[config.mk]
export PLATFORM = sky130hd
export DESIGN_NAME = bit_serial_subtractor
export DESIGN_NICKNAME = d
export VERILOG_FILES = /design/src/rtl/bit_serial_subtractor_pkg.sv /design/src/rtl/bit_serial_subtractor_full_subtractor.sv /design/src/rtl/bit_serial_subtractor.sv
export SDC_FILE = /design/constraint.sdc
export NUM_CORES = 1
export LEC_CHECK = 0
export ABC_AREA = 1
export BUFFER_PORTS_ARGS = -buffer_cell sky130_fd_sc_hd__buf_2
export CORE_MARGIN = 5
export CORE_UTILIZATION = 50
export CTS_CLUSTER_DIAMETER = 60
export DETAILED_ROUTE_END_ITERATION = 16
export PLACE_DENSITY = 0.87
export SYNTH_ARGS = -nofsm -noshare
export SYNTH_HDL_FRONTEND = slang
export SYNTH_SLANG_ARGS = --single-unit
[constraint.sdc]
create_clock -name clk -period 1.3 [get_ports clk]
set_clock_uncertainty 0.2 [all_clocks]
set_input_delay 0.26 -clock clk [delete_from_list [all_inputs] [get_ports clk]]
set_output_delay 0.26 -clock clk [all_outputs]
set_load 0.02 [all_outputs]
[src/rtl/bit_serial_subtractor_pkg.sv]
// Shared definitions for the bit-serial arithmetic blocks (adder and subtractor).
// Holds the sequencing state encoding and the default datapath width.
package bit_serial_subtractor_pkg;

  localparam int DEFAULT_WIDTH = 8;

  typedef enum logic [1:0] {
    ST_IDLE  = 2'd0,
    ST_SHIFT = 2'd1,
    ST_DONE  = 2'd2
  } serial_state_e;

endpackage

[src/rtl/bit_serial_subtractor_full_subtractor.sv]
// One-bit full subtractor cell: d = a - b - bw_in, with the borrow produced by this bit.
module full_subtractor (
  input  logic a,
  input  logic b,
  input  logic bw_in,
  output logic d,
  output logic bw_out
);

  assign d      = a ^ b ^ bw_in;
  assign bw_out = (~a & b) | (~a & bw_in) | (b & bw_in);

endmodule

[src/rtl/bit_serial_subtractor.sv]
// Bit-serial unsigned subtractor: one bit per cycle LSB first, result and final borrow
// are published together on the cycle the sequencer enters DONE.
module bit_serial_subtractor
  import bit_serial_subtractor_pkg::*;
#(
  parameter int WIDTH = DEFAULT_WIDTH
) (
  input  logic             clk,
  input  logic             rst,
  input  logic [WIDTH-1:0] a,
  input  logic [WIDTH-1:0] b,
  input  logic             bw_in,
  input  logic             load,
  output logic [WIDTH-1:0] diff,
  output logic             bw_out,
  output logic             busy,
  output logic             done
);

  localparam int CNT_W = (WIDTH > 1) ? $clog2(WIDTH) : 1;
  localparam logic [CNT_W-1:0] CNT_LAST = CNT_W'(WIDTH - 1);

  serial_state_e    state_q, state_d;
  logic [CNT_W-1:0] cnt_q, cnt_d;
  logic [WIDTH-1:0] a_sh_q, a_sh_d;
  logic [WIDTH-1:0] b_sh_q, b_sh_d;
  logic [WIDTH-1:0] res_q, res_d;
  logic [WIDTH-1:0] diff_q, diff_d;
  logic             bw_q, bw_d;
  logic             bw_out_q, bw_out_d;
  logic             fs_d_s;
  logic             fs_bw_s;

  full_subtractor u_cell (
    .a      (a_sh_q[0]),
    .b      (b_sh_q[0]),
    .bw_in  (bw_q),
    .d      (fs_d_s),
    .bw_out (fs_bw_s)
  );

  // Sequencer and datapath next-state; diff/bw_out only move on the last bit.
  always_comb begin
    state_d  = state_q;
    cnt_d    = cnt_q;
    a_sh_d   = a_sh_q;
    b_sh_d   = b_sh_q;
    res_d    = res_q;
    bw_d     = bw_q;
    diff_d   = diff_q;
    bw_out_d = bw_out_q;
    case (state_q)
      ST_IDLE, ST_DONE: begin
        if (load) begin
          a_sh_d  = a;
          b_sh_d  = b;
          bw_d    = bw_in;
          cnt_d   = {CNT_W{1'b0}};
          state_d = ST_SHIFT;
        end else begin
          state_d = ST_IDLE;
        end
      end
      ST_SHIFT: begin
        a_sh_d = {1'b0, a_sh_q[WIDTH-1:1]};
        b_sh_d = {1'b0, b_sh_q[WIDTH-1:1]};
        res_d  = {fs_d_s, res_q[WIDTH-1:1]};
        bw_d   = fs_bw_s;
        if (cnt_q == CNT_LAST) begin
          cnt_d    = {CNT_W{1'b0}};
          diff_d   = res_d;
          bw_out_d = fs_bw_s;
          state_d  = ST_DONE;
        end else begin
          cnt_d = cnt_q + CNT_W'(1);
        end
      end
      default: begin
        state_d = ST_IDLE;
        cnt_d   = {CNT_W{1'b0}};
      end
    endcase
  end

  // State and datapath registers with synchronous active-low reset.
  always_ff @(posedge clk) begin
    if (!rst) begin
      state_q  <= ST_IDLE;
      cnt_q    <= {CNT_W{1'b0}};
      a_sh_q   <= {WIDTH{1'b0}};
      b_sh_q   <= {WIDTH{1'b0}};
      res_q    <= {WIDTH{1'b0}};
      bw_q     <= 1'b0;
      diff_q   <= {WIDTH{1'b0}};
      bw_out_q <= 1'b0;
    end else begin
      state_q  <= state_d;
      cnt_q    <= cnt_d;
      a_sh_q   <= a_sh_d;
      b_sh_q   <= b_sh_d;
      res_q    <= res_d;
      bw_q     <= bw_d;
      diff_q   <= diff_d;
      bw_out_q <= bw_out_d;
    end
  end

  assign diff   = diff_q;
  assign bw_out = bw_out_q;
  assign busy   = (state_q == ST_SHIFT);
  assign done   = (state_q == ST_DONE);

endmodule
; ---- Word-level counts from Yosys, hierarchy flattened
; Cells that the tools add are included.
; Widths: inputs -> output; s select.
[word_totals]
ff_bits = 39
latch_bits = 0
mem_bits_rw = 0
romBits = 0
in_bits = 20
output_inout_bits = 11
word_cells = 39
mem_count = 0
[classes]
addsub = 1
multipliers = 0
n_div = 0
magnitude_cmp = 0
n_eq_ne = 5
n_shift = 0
n_mux = 12
bitwise_logic = 8
reduce_logical = 5
[op_table]
columns = op, n
row1 = $pmux 8 s2, 2
row2 = $mux 8, 2
row3 = $mux 3, 2
row4 = $pmux 3 s2, 1
row5 = $pmux 2 s2, 1
row6 = $reduce_and 2->1, 2
row7 = $add 3x1->3 const B, 1
row8 = $and 1x1->1, 3
row9 = $eq 3x3->1 const B, 1
row10 = $eq 2x1->1 const B, 1
row11 = $eq 2x2->1 const B, 1
row12 = $logic_not 2->1, 1
row13 = $mux 1, 2
row14 = $mux 2, 1
row15 = $ne 2x1->1 const B, 1
row16 = $ne 2x2->1 const B, 1
row17 = $or 1x1->1, 2
row18 = $pmux 1 s2, 1
row19 = $reduce_bool 2->1, 1
row20 = $reduce_or 2->1, 1
row21 = $xor 1x1->1, 2
row22 = $not 1->1, 1

; ---- Longest topological paths before layout
[logic_depth]
word_depth = 5
mapped_depth = 7
mapped_depth_nobuf = 7

; ---- Cells and area by module
; A second synthesis with hierarchy kept.
[hier_totals]
hier_cells = 258
hier_area_um2 = 1863.0
[by_module_without_submodules]
columns = mod, instances, cells_each, area_per_inst_um2
row1 = bit_serial_subtractor, 1, 255, 1835.5
row2 = full_subtractor, 1, 3, 27.5

; ---- Least setup slack after synthesis
; No wires, ideal clock.
[synth_timing]
path_kind = reg2reg
startpoint = register cnt_q[0]
endpoint = register bw_out_q, in the netlist bw_out
setup_time_ns = 0.116
t_arrival_ns = 1.076
setup_slack_ns = -0.092
stages_incl_launch_ff = 7
path_buffers = 0
period_less_slack_ns = 1.392
cell_sequence = dfxtp_1 > ha_1 > ha_1 > inv_1 > nor2_8 > o21ai_0 > nor2_1
[synth_between]
elab_chain_cells = 2
[synth_rtl]
columns = element, line
row1 = from (decl), bit_serial_subtractor.sv:24  ; logic [CNT_W-1:0] cnt_q, cnt_d;
row2 = from (signal assigned), bit_serial_subtractor.sv:89  ; cnt_q <= {CNT_W{1'b0}};
row3 = from (signal assigned), bit_serial_subtractor.sv:98  ; cnt_q <= cnt_d;
row4 = $eq 3x3->1, bit_serial_subtractor.sv:69  ; if (cnt_q == CNT_LAST) begin
row5 = $reduce_and 2->1 (no line), -
row6 = to (signal assigned), bit_serial_subtractor.sv:104  ; bw_out_q <= bw_out_d;
row7 = to (decl), bit_serial_subtractor.sv:30  ; logic bw_out_q, bw_out_d;
; No other way between the ends.
; A chain may end at the register's enable or synchronous reset.

; ---- Worst setup path in the final report
[layout_timing]
startpoint = register a_sh_q[0]
endpoint = register diff_q[7], in the netlist diff[7]
[layout_between]
elab_chain_cells = 2
[layout_rtl]
columns = element, line
row1 = from (decl), bit_serial_subtractor.sv:25  ; logic [WIDTH-1:0] a_sh_q, a_sh_d;
row2 = from (signal assigned), bit_serial_subtractor.sv:90  ; a_sh_q <= {WIDTH{1'b0}};
row3 = from (signal assigned), bit_serial_subtractor.sv:99  ; a_sh_q <= a_sh_d;
row4 = $xor 1x1->1 (2 in a row), bit_serial_subtractor_full_subtractor.sv:10  ; assign d = a ^ b ^ bw_in;
row5 = to (signal assigned), bit_serial_subtractor.sv:94  ; diff_q <= {WIDTH{1'b0}};
row6 = to (signal assigned), bit_serial_subtractor.sv:103  ; diff_q <= diff_d;
row7 = to (decl), bit_serial_subtractor.sv:28  ; logic [WIDTH-1:0] diff_q, diff_d;
; No other way between the ends.

==> flow_metrics.env <==
export IMPL_synth_top_cells_by_count="68 x sky130_fd_sc_hd__nand2_1, 42 x sky130_fd_sc_hd__inv_1, 38 x sky130_fd_sc_hd__dfxtp_1"
export IMPL_cp_data_required_time_ns=1.31
export IMPL_placement_io_buffers=30
export IMPL_postLayoutSetupSlackWorst_ns=-0.163
export IMPL_timing_fmax_ghz=0.683
export IMPL_hpwl_um=2560
export IMPL_synthMuxAreaShare_pct=0
export IMPL_drt_drc=0
export IMPL_grt_antenna_before_repair=0
export IMPL_drt_iter0_markers=180
export IMPL_die_boundary_width_um=70.6
export IMPL_reg2reg_slack_ns=-0.16
export IMPL_first_global_vias=1772
export IMPL_rr_startpoint="a_sh_q[0]"
export IMPL_global_route_wire_length_before_repair_um=8410
export IMPL_antennaDiodeCount=0
export IMPL_final_util_pct=74.0
export IMPL_post_drt_wl_per_cell_um=17.0
export IMPL_boundaryPins=31
export IMPL_synth_net_count=279
export IMPL_synth_distinct_cells=20
export IMPL_gp_routability_congestion=0.782
export IMPL_multi_input_comb_area_um2=983
export IMPL_postSynth_asyncResetShare_pct=0
export IMPL_r2r_end="diff[7]"
export IMPL_netlist_area_leader_share_pct=41.5
export IMPL_hold_path_end="b_sh_q[7]"
export IMPL_clkLatencyLatePin_ns=0.30
export IMPL_cts_root_buffer_cell="sky130_fd_sc_hd__clkbuf_8"
export IMPL_design_power_total_mw=3.13
export IMPL_placed_cells=331
export IMPL_worstPathMaxFanout=2
export IMPL_dieArea_mm2=0.00498
export IMPL_detail_route_wirelength_um=6130
export IMPL_slowest_delay_ns=0.56
export IMPL_synth_cell_area_mm2=0.00183
export IMPL_min_delay_src="b[7]"
export IMPL_count_of_yosys_warnings_during_synthesis=0
export IMPL_cp_data_arrival_time_ns=1.47
export IMPL_finalSetupTns_ns=-2.85
export IMPL_holdCritPathClass="in -> reg"
export IMPL_via_count=2001
export IMPL_dominant_combinational_cell_family_by_area_after_synthesis="simple AND/OR/NAND/NOR gates"
export IMPL_initial_core_util_pct=50.9
export IMPL_worstSetupEndpointType="flop"
export IMPL_tritoncts="built"
export IMPL_yosys_area_share_adder_pct=2.46
export IMPL_synth_ff_latch_count=38
export IMPL_crit_path_frequent_cell="sky130_fd_sc_hd__nand2_1"
export IMPL_synth_yosys_seq_area_share_pct=41.5
export IMPL_max_cap_violations=0
export IMPL_drv_slew=0
export IMPL_leak_pwr_nw=1.32
export IMPL_sequential_cell_area_um2=774
export IMPL_grt_remaining_overflow=0
export IMPL_pin_count_of_the_biggest_net_entering_global_routing=22
export IMPL_timing_final_setup_violations=35
export IMPL_violations_in_the_final_reports="negative setup slack"
export IMPL_core_footprint_mm2=0.00361
export IMPL_synth_xor_area_share_pct=0
export IMPL_syn_mean_instance_area_um2=7.17
export IMPL_finalHoldViolations=0
export IMPL_cp_cell_sequence="inv_1 > fa_2 > nand2_1 > nand2_1 > nor2_1"
export IMPL_fp_dieH_um=70.6
export IMPL_worst_path_dominant_cell_family="adder cells"
export IMPL_layout_area_overhead_vs_synth_pct=45.5
export IMPL_synth_simple_gate_area_share_pct=28.9
export IMPL_clk_pin_slew_worst_paths_ns=0.08
export IMPL_crit_slowest_cell="sky130_fd_sc_hd__fa_2"
export IMPL_top_count_cell_post_synth="sky130_fd_sc_hd__nand2_1"
export IMPL_min_delay_path_depth=3
export IMPL_pwr_density_cell_mw_per_mm2=1170
export IMPL_placementRows=22
export IMPL_finalCriticalPeriod_ns=1.46
export IMPL_post_route_cells_drive_above_1_share_pct=37.2
export IMPL_critPathLaunchType="flop"
export IMPL_grt_setup_unrepaired="true"
export IMPL_synth_compound_area_share_pct=12.4
export IMPL_vias_per_cell=5.56
export IMPL_gr_usage_all_layers_pct=21.3
export IMPL_antenna_left=0
export IMPL_synth_top_cell_by_area="sky130_fd_sc_hd__dfxtp_1"
export IMPL_criticalPathCategory="reg -> reg"
export IMPL_finalNonFillerCells=360
export IMPL_ir_drop_v=0.000865
export IMPL_number_of_inserted_filler_cells_in_the_final_layout=233
export IMPL_syn_inst=256
export IMPL_min_period_over_period_pct=113
export IMPL_timing_slew_headroom_pct=76.7
export IMPL_worst_pin_slew_ns=0.345
export IMPL_tritoncts_num_buffers=5
export IMPL_rr_worst_depth=5
export IMPL_status="finished, violations left"
export IMPL_synthFlopType="sky130_fd_sc_hd__dfxtp_1"
export IMPL_synth_enable_flop_cells=0
export IMPL_hold_worst_slack_ns=0.00117
export IMPL_worst_path_buf_inv=1
export IMPL_tritoncts_num_sinks=38
export IMPL_final_net_count=334
export IMPL_drt_first_pass_iters=7
export IMPL_h_tree_depth=2
export IMPL_max_clock_path_buffers=2
export IMPL_synth_area_leaders="sky130_fd_sc_hd__dfxtp_1 41%, sky130_fd_sc_hd__nand2_1 14%, sky130_fd_sc_hd__inv_1 8.6%"
## per-stage QoR
| step | cell area [um^2] | setup slack [ns] |
|---|---|---|
| 6_report | 2670 | -0.163 |
| 3_3_place_gp | 2060 | -0.0466 |
| 5_1_grt | 2670 | -0.205 |
| 4_1_cts | 2490 | -0.139 |
| 2_1_floorplan | 1840 | 0.0121 |
| 3_5_place_dp | 2060 | -0.135 |
## layout make-up
class                      instances  share of cell area, %
clock buffer                       5                   2.58
multi-input combinational        164                   36.8
tap                               48                   2.25
sequential                        38                   29.0
timing repair buffer              59                   21.2
clock inverter                     3                   1.69
inverter                          43                   6.42
## sequential cells by signal, summed over array words and instances, names as in the netlist
register,cells
state_q,2
diff,8
bw_q,1
b_sh_q,8
cnt_q,3
bw_out,1
a_sh_q,8
res_q,7
## worst max path at each step
| stage | from | end | cells after the start |
|---|---|---|---|
| after CTS | state_q[0] | busy | 3 |
| after detailed placement | cnt_q[1] | diff[3] | 6 |
| after global placement | cnt_q[0] | diff[3] | 6 |
| final | a_sh_q[0] | diff[7] | 5 |
| after floorplan | cnt_q[0] | diff[1] | 6 |
| after global routing | a_sh_q[0] | diff[7] | 5 |
## layout by cell type (no fill, tap or decap), types with 10 or more instances in the layout
master and n:
sky130_fd_sc_hd__buf_4 15, sky130_fd_sc_hd__nand3_1 16, sky130_fd_sc_hd__inv_1 40, sky130_fd_sc_hd__nand2_1 62, sky130_fd_sc_hd__o21ai_1 10, sky130_fd_sc_hd__nor2_1 25, sky130_fd_sc_hd__dfxtp_1 31, sky130_fd_sc_hd__buf_2 23
sky130_fd_sc_hd__buf_6 10, sky130_fd_sc_hd__a21oi_2 16
## power breakdown
group / switching [mW] / internal [mW]
Clock: 0.459 / 0.571
Combinational: 0.453 / 0.356
Sequential: 0.0472 / 1.25
## logic make-up (layout without fill, tap and decap cells)
group           count (synthesis)  after routing
simple gates                  121            123
buf+inv                        56            110
compound gates                 38             38
flops                          38             38
fa+ha+maj                       3              3
## worst reg2reg max path, stage by stage (launching register included)
cell	delay (ns)
sky130_fd_sc_hd__dfxtp_1	0.34
sky130_fd_sc_hd__inv_1	0.09
sky130_fd_sc_hd__fa_2	0.56
sky130_fd_sc_hd__nand2_1	0.07
sky130_fd_sc_hd__nand2_1	0.08
sky130_fd_sc_hd__nor2_1	0.04
## what timing repair did
item,in CTS,in global routing
endpoints found under the setup margin,33,44
pin swaps,10,15
hold buffers,1,0
hold endpoints to repair,1,0
setup buffers,8,8
resized for setup,35,44
cloned,5,2
## routing by layer
metal	track usage, %	vias to the layer above	wire length [um]
met5	0	-	0
met4	9.81	0	355
met3	4.55	30	498
met2	36.1	136	3030
met1	25.9	937	2240
li1	-	898	-
Power figures use the tool's default switching activity.
